[src/rtl/cpu_multicycle_core.sv]
// cpu_multicycle_core
//   Multi-cycle CPU core. Each instruction takes one FETCH cycle, plus one
//   cycle per cycle of imem_busywait, and then exactly one EXEC cycle.
//   The core contains the PC sequencer, a FETCH/EXEC control FSM, the
//   register file, the ALU and a two's-complement subtract path.
//
// Ports
//   CLK            clock; all state updates on posedge
//   RESET          synchronous, active-high reset
//   PC             registered fetch address
//   INSTRUCTION    instruction word from imem
//   imem_read      fetch request (FETCH state, not in reset)
//   imem_busywait  imem not ready; 0 = INSTRUCTION valid this cycle
//   retire         high for the single EXEC cycle of every instruction
//   illegal        high in EXEC when the opcode is undefined
//   dbg_addr       debug register select
//   dbg_data       combinational read of regs[dbg_addr]
//
// Fetch handshake: imem_read is the request and ~imem_busywait is the
// response. INSTRUCTION is captured on the first posedge in FETCH where
// busywait is 0. In every other cycle INSTRUCTION is ignored.
module cpu_multicycle_core #(
  parameter int DATA_W     = 8,
  parameter int REG_ADDR_W = 3,
  parameter int PC_W       = 32
) (
  input  logic                  CLK,
  input  logic                  RESET,
  output logic [PC_W-1:0]       PC,
  input  logic [31:0]           INSTRUCTION,
  output logic                  imem_read,
  input  logic                  imem_busywait,
  output logic                  retire,
  output logic                  illegal,
  input  logic [REG_ADDR_W-1:0] dbg_addr,
  output logic [DATA_W-1:0]     dbg_data
);

  localparam int NREG = 1 << REG_ADDR_W;
  localparam logic [DATA_W-1:0] ONE   = DATA_W'(1);
  localparam logic [PC_W-1:0]   FOUR  = PC_W'(4);

  typedef enum logic {FETCH = 1'b0, EXEC = 1'b1} state_t;

  state_t state;
  state_t state_next;

  logic [31:0]           ir;
  logic [DATA_W-1:0]     regs [NREG];

  // Instruction fields
  logic [7:0]            op;
  logic [REG_ADDR_W-1:0] dest;
  logic [REG_ADDR_W-1:0] src1;
  logic [REG_ADDR_W-1:0] src2;
  logic [DATA_W-1:0]     op_a;
  logic [DATA_W-1:0]     op_b;
  logic [DATA_W-1:0]     imm_ext;
  logic [PC_W-1:0]       off_ext;
  logic [PC_W-1:0]       pc_plus4;
  logic [PC_W-1:0]       target;

  // Results of decode
  logic                  wr_en;
  logic [DATA_W-1:0]     wr_data;
  logic                  taken;
  logic                  bad_op;

  // Bits 15:11 of the instruction carry no field.
  logic                  unused_ir;
  assign unused_ir = ^ir[15:8];

  assign op       = ir[31:24];
  assign dest     = ir[16 +: REG_ADDR_W];
  assign src1     = ir[8 +: REG_ADDR_W];
  assign src2     = ir[0 +: REG_ADDR_W];
  assign op_a     = regs[src1];
  assign op_b     = regs[src2];
  assign imm_ext  = DATA_W'($signed(ir[7:0]));
  assign off_ext  = PC_W'($signed(ir[23:16]));
  assign pc_plus4 = PC + FOUR;
  // The offset is a word offset that is relative to the next PC.
  // The result wraps modulo 2**PC_W.
  assign target   = pc_plus4 + (off_ext << 2);

  assign dbg_data = regs[dbg_addr];

  // Decode and ALU
  always_comb begin
    wr_en   = 1'b0;
    wr_data = '0;
    taken   = 1'b0;
    bad_op  = 1'b0;
    case (op)
      8'h00: begin wr_en = 1'b1; wr_data = imm_ext;              end
      8'h01: begin wr_en = 1'b1; wr_data = op_b;                 end
      8'h02: begin wr_en = 1'b1; wr_data = op_a + op_b;          end
      8'h03: begin wr_en = 1'b1; wr_data = op_a + (~op_b + ONE); end
      8'h04: begin wr_en = 1'b1; wr_data = op_a & op_b;          end
      8'h05: begin wr_en = 1'b1; wr_data = op_a | op_b;          end
      8'h06: taken = 1'b1;
      8'h07: taken = (op_a == op_b);
      default: bad_op = 1'b1;
    endcase
  end

  // FSM state register
  always_ff @(posedge CLK) begin
    if (RESET) state <= FETCH;
    else       state <= state_next;
  end

  // FSM next state and outputs
  always_comb begin
    state_next = state;
    imem_read  = 1'b0;
    retire     = 1'b0;
    illegal    = 1'b0;
    case (state)
      FETCH: begin
        imem_read = ~RESET;
        if (!imem_busywait) state_next = EXEC;
      end
      EXEC: begin
        retire     = ~RESET;
        illegal    = ~RESET & bad_op;
        state_next = FETCH;
      end
      default: state_next = FETCH;
    endcase
  end

  // Datapath state. RESET has priority, so a pending EXEC update is dropped.
  always_ff @(posedge CLK) begin
    if (RESET) begin
      PC <= '0;
      ir <= '0;
      for (int i = 0; i < NREG; i++) regs[i] <= '0;
    end else begin
      if (state == FETCH && !imem_busywait) ir <= INSTRUCTION;
      if (state == EXEC) begin
        PC <= taken ? target : pc_plus4;
        if (wr_en) regs[dest] <= wr_data;
      end
    end
  end

endmodule

[config.mk]
export PLATFORM = sky130hd
export DESIGN_NAME = cpu_multicycle_core
export DESIGN_NICKNAME = d
export VERILOG_FILES = /design/src/rtl/cpu_multicycle_core.sv
export SDC_FILE = /design/constraint.sdc
export NUM_CORES = 1
export LEC_CHECK = 0
export ABC_CLOCK_PERIOD_IN_PS = 3900
export CAP_MARGIN = 30
export CORE_MARGIN = 3
export CORE_UTILIZATION = 54
export DETAILED_ROUTE_END_ITERATION = 8
export PLACE_DENSITY = 0.77
export SLEW_MARGIN = 30
export SYNTH_ARGS = -nofsm -noshare
export SYNTH_HDL_FRONTEND = slang
export SYNTH_SLANG_ARGS = --single-unit
[constraint.sdc]
create_clock -name CLK -period 3.9 [get_ports CLK]
set_clock_uncertainty 0.1 [all_clocks]
set_input_delay 0.585 -clock CLK [delete_from_list [all_inputs] [get_ports CLK]]
set_output_delay 0.585 -clock CLK [all_outputs]
set_load 0.02 [all_outputs]
==> run metrics <==
outcome=finished clean; commonest cells after routing, fill and taps aside=nand2_1 (139), nor2_1 (124), a21oi_1 (79); Final period util=0.9850; WHS Endpoint=ir[30]; clock slew at reported path FFs=0.06 ns; Post-Syn Area=0.009487 sq mm; first-pass GRT wire length=42,190 um; HP Class=flip-flop to flip-flop; max cap viols=0; slowest stage delay, CP=slightly above 0.5 ns; num ports=81; CTS root buf=clkbuf_16; Via density=6.338; Synth Flop Type=edfxtp_1; RD Place Congestion=0.9243; post-detail-place hpwl=18,440 um; Clk network pwr share=0.408; minimum clock period=3.842 ns; remaining antenna violation count after routing=0; register bit total from synthesis=128; drt wl/cell=slightly above 20 um; Post-synth EDFFs=64; drt first pass iters=6; drt first-iter violations=787; Async SR Flop Fraction=0; Hold Slack=0.3600 ns; commonest non-fill, non-tap cell in the layout=nand2_1; crit path cell chain=clkbuf_16, mux4_2, mux2i_1, ha_1, buf_4, inv_1, o21bai_1, a21oi_1, o21bai_1, a21o_1, a2111oi_0, a311o_2, nor3_4, buf_12, nor2_1; sequential power share=0.378; placed instance area=around 0.011 sq mm; Worst-Margin Slew=0.6898 ns; DRC Markers=0; CTS Buffer Depth=2; sw frac=0.2874; Die X=138.5 um; cell area after layout=0.01176 sq mm; setup TNS=0 ns; Worst Hold Depth=2; total chip power=4.019 mW; die height=138.5 um; Setup WS pre-CTS=0.04276 ns; Syn Inst Count=approximately 1,000; design internal power=2.864 mW; routed wire length=27,730 um; Yosys top cell by area=edfxtp_1; TritonCTS clock tree=built; Reg2Reg Setup Slack=slightly below 0.06 ns; critical path capture point type=flip-flop; fin nets=around 1,200; PwrDens=341.9 mW/mm^2; R2R cell count=15; sequential area share after synthesis=0.3376; worst rel slew slack=0.5402; clock sinks=128; Slowest cell on crit path=mux4_2; Yosys cell types=79; Final Hold Fails=0; WP data arrival=3.90 ns; Psw=~1.2 mW; layout cells sized above 1=0.2000; largest net degree at the start of global routing=60; Initial Util=0.5621; CP Max Fanout=8; layout overhead on the synthesized area=23.93%; fmax=0.2603 GHz; DIE AREA=roughly 0.019 sq mm; Core Area=0.01688 sq mm; I/O Buffers=73; YS warnings=0; routed via count=8,619; final setup violation count=0; row count=between 40 and 50; worst r2r dst=regs[3][7]; leakage=4.643 nW; area share of the largest cell type after synthesis=0.2026; maximum VDD drop=0.3321 mV; initial antenna violation count=0; Worst Path Required=slightly below 4 ns; hold_sp=ir[30]; H-Tree Depth=4; GR Util All Layers=0.2719; Syn Area/Cell=9.449 sq um; Final Worst Setup Slack=around 0.058 ns; CP startpoint kind=flip-flop; Logic pwr share=0.214; vias in the first global route=8,234; CTS Buf Count=17; Setup CP Type=flip-flop to flip-flop; Remaining Overflow, GRT=0; clock insertion delay at the later pin of the skew report=0.44 ns; # diodes=0; Synth area leaders=edfxtp_1 (20%), dfxtp_1 (14%), mux4_2 (12%); CP most frequent cell=o21bai_1; CTS Hold Bufs=0; Max Slew Vio Count=0
## cell type report
class                      instances  area (sq um)
fill                            1230          5121
clock buffer                      18         429.2
inverter                          30         112.6
clock inverter                    14         167.7
multi-input combinational        795          6095
tap                              220         275.3
sequential                       128          3213
timing repair buffer             155          1464
## cells by family (layout without fill, tap and decap cells)
| kind of cell | after synthesis | after routing | share of synthesized area |
|---|---|---|---|
| compound gates | 219 | 219 | 0.1519 |
| other cells | 1 | 2 | 0.0003953 |
| fa+ha+maj | 63 | 63 | 0.08547 |
| buf+inv | 82 | 217 | 0.03666 |
| flops | 128 | 128 | 0.3376 |
| xor+xnor | 56 | 56 | 0.05170 |
| mux | 85 | 85 | 0.1573 |
| simple gates | 370 | 370 | 0.1788 |
## how the worst max path moves through the flow
stage	to	start	slack (ns)	cells past startpoint
2_1_floorplan	PC[31]	PC[5]	0.02	16
3_3_place_gp	PC[31]	PC[5]	0.08	15
3_5_place_dp	PC[31]	PC[6]	0.04	15
4_1_cts	PC[31]	flip-flop	0.01	14
5_1_grt	regs[0][7]	flip-flop	-0.05	15
6_report	regs[3][7]	flip-flop	0.06	15
## cell usage after synthesis (all sizes together), types with 3 or more instances
| library cell | number |
|---|---|
| inv | 29 |
| clkbuf | 33 |
| nor2b | 7 |
| a31oi | 4 |
| a211oi | 4 |
| nor4 | 5 |
| mux4 | 50 |
| nand2b | 13 |
| and2 | 4 |
| o21bai | 9 |
| and3 | 10 |
| mux2 | 13 |
| nor2 | 126 |
| buf | 19 |
| xor2 | 19 |
| a32oi | 3 |
| a311oi | 8 |
| nand3 | 26 |
| mux2i | 22 |
| a2111oi | 6 |
| dfxtp | 64 |
| nand2 | 139 |
| xnor2 | 37 |
| a22oi | 10 |
| a21oi | 81 |
| a21o | 18 |
| edfxtp | 64 |
| o31ai | 4 |
| fa | 3 |
| nand4 | 12 |
| o21ai | 43 |
| o21a | 5 |
| o22ai | 8 |
| and4 | 6 |
| nor3 | 14 |
| ha | 60 |
## critical path: cells and delay by family, from the launching register on
kind	cells	cell delay, ns
AOI/OAI and AO/OA	6	1.27
muxes	2	0.79
buffers and inverters	4	0.52
DFF	1	0.39
and+or+nand+nor	2	0.26
adders and majority gates	1	0.25
## flip-flops by register name (all words and copies together), names as in the netlist, named ones only
name	count
regs	64
PC	30
ir	27
state	1
## repair_timing
| item | CTS | global route |
|---|---|---|
| gates cloned | 0 | 2 |
| setup endpoints to repair | 1 | 26 |
| resized for setup | 1 | 35 |
| buffers inserted | 0 | 14 |
| pin swaps | 0 | 11 |
## routing by layer
| layer | part of all wire | wire length, um | up-vias | global-route usage |
|---|---|---|---|---|
| met1 | 0.40 | 10950 | 4158 | 0.3406 |
| li1 | - | - | 3941 | - |
| met2 | 0.50 | 13990 | 446 | 0.4717 |
| met5 | 0 | 0 | - | 0 |
| met4 | 0.030 | 831 | 0 | 0.09308 |
| met3 | 0.070 | 1950 | 74 | 0.05379 |
## power by group through the flow
stage	sequential, mW	clock (mW)	combinational [mW]
after floorplan	1.53	0	0.513
after global placement	1.54	0	0.765
after detailed placement	1.54	0	0.782
after CTS	1.51	1.64	0.791
after global routing	1.52	1.71	0.917
final	1.52	1.64	0.860
## stage by stage
stage / util / std cells
finish: 0.6966 / 1360
global placement: 0.6418 / 1312
detailed placement: 0.6418 / 1312
CTS: 0.6776 / 1344
global route: 0.6966 / 1360
floorplan: - / 1005
Note: power is estimated with default switching activity, not from simulation.
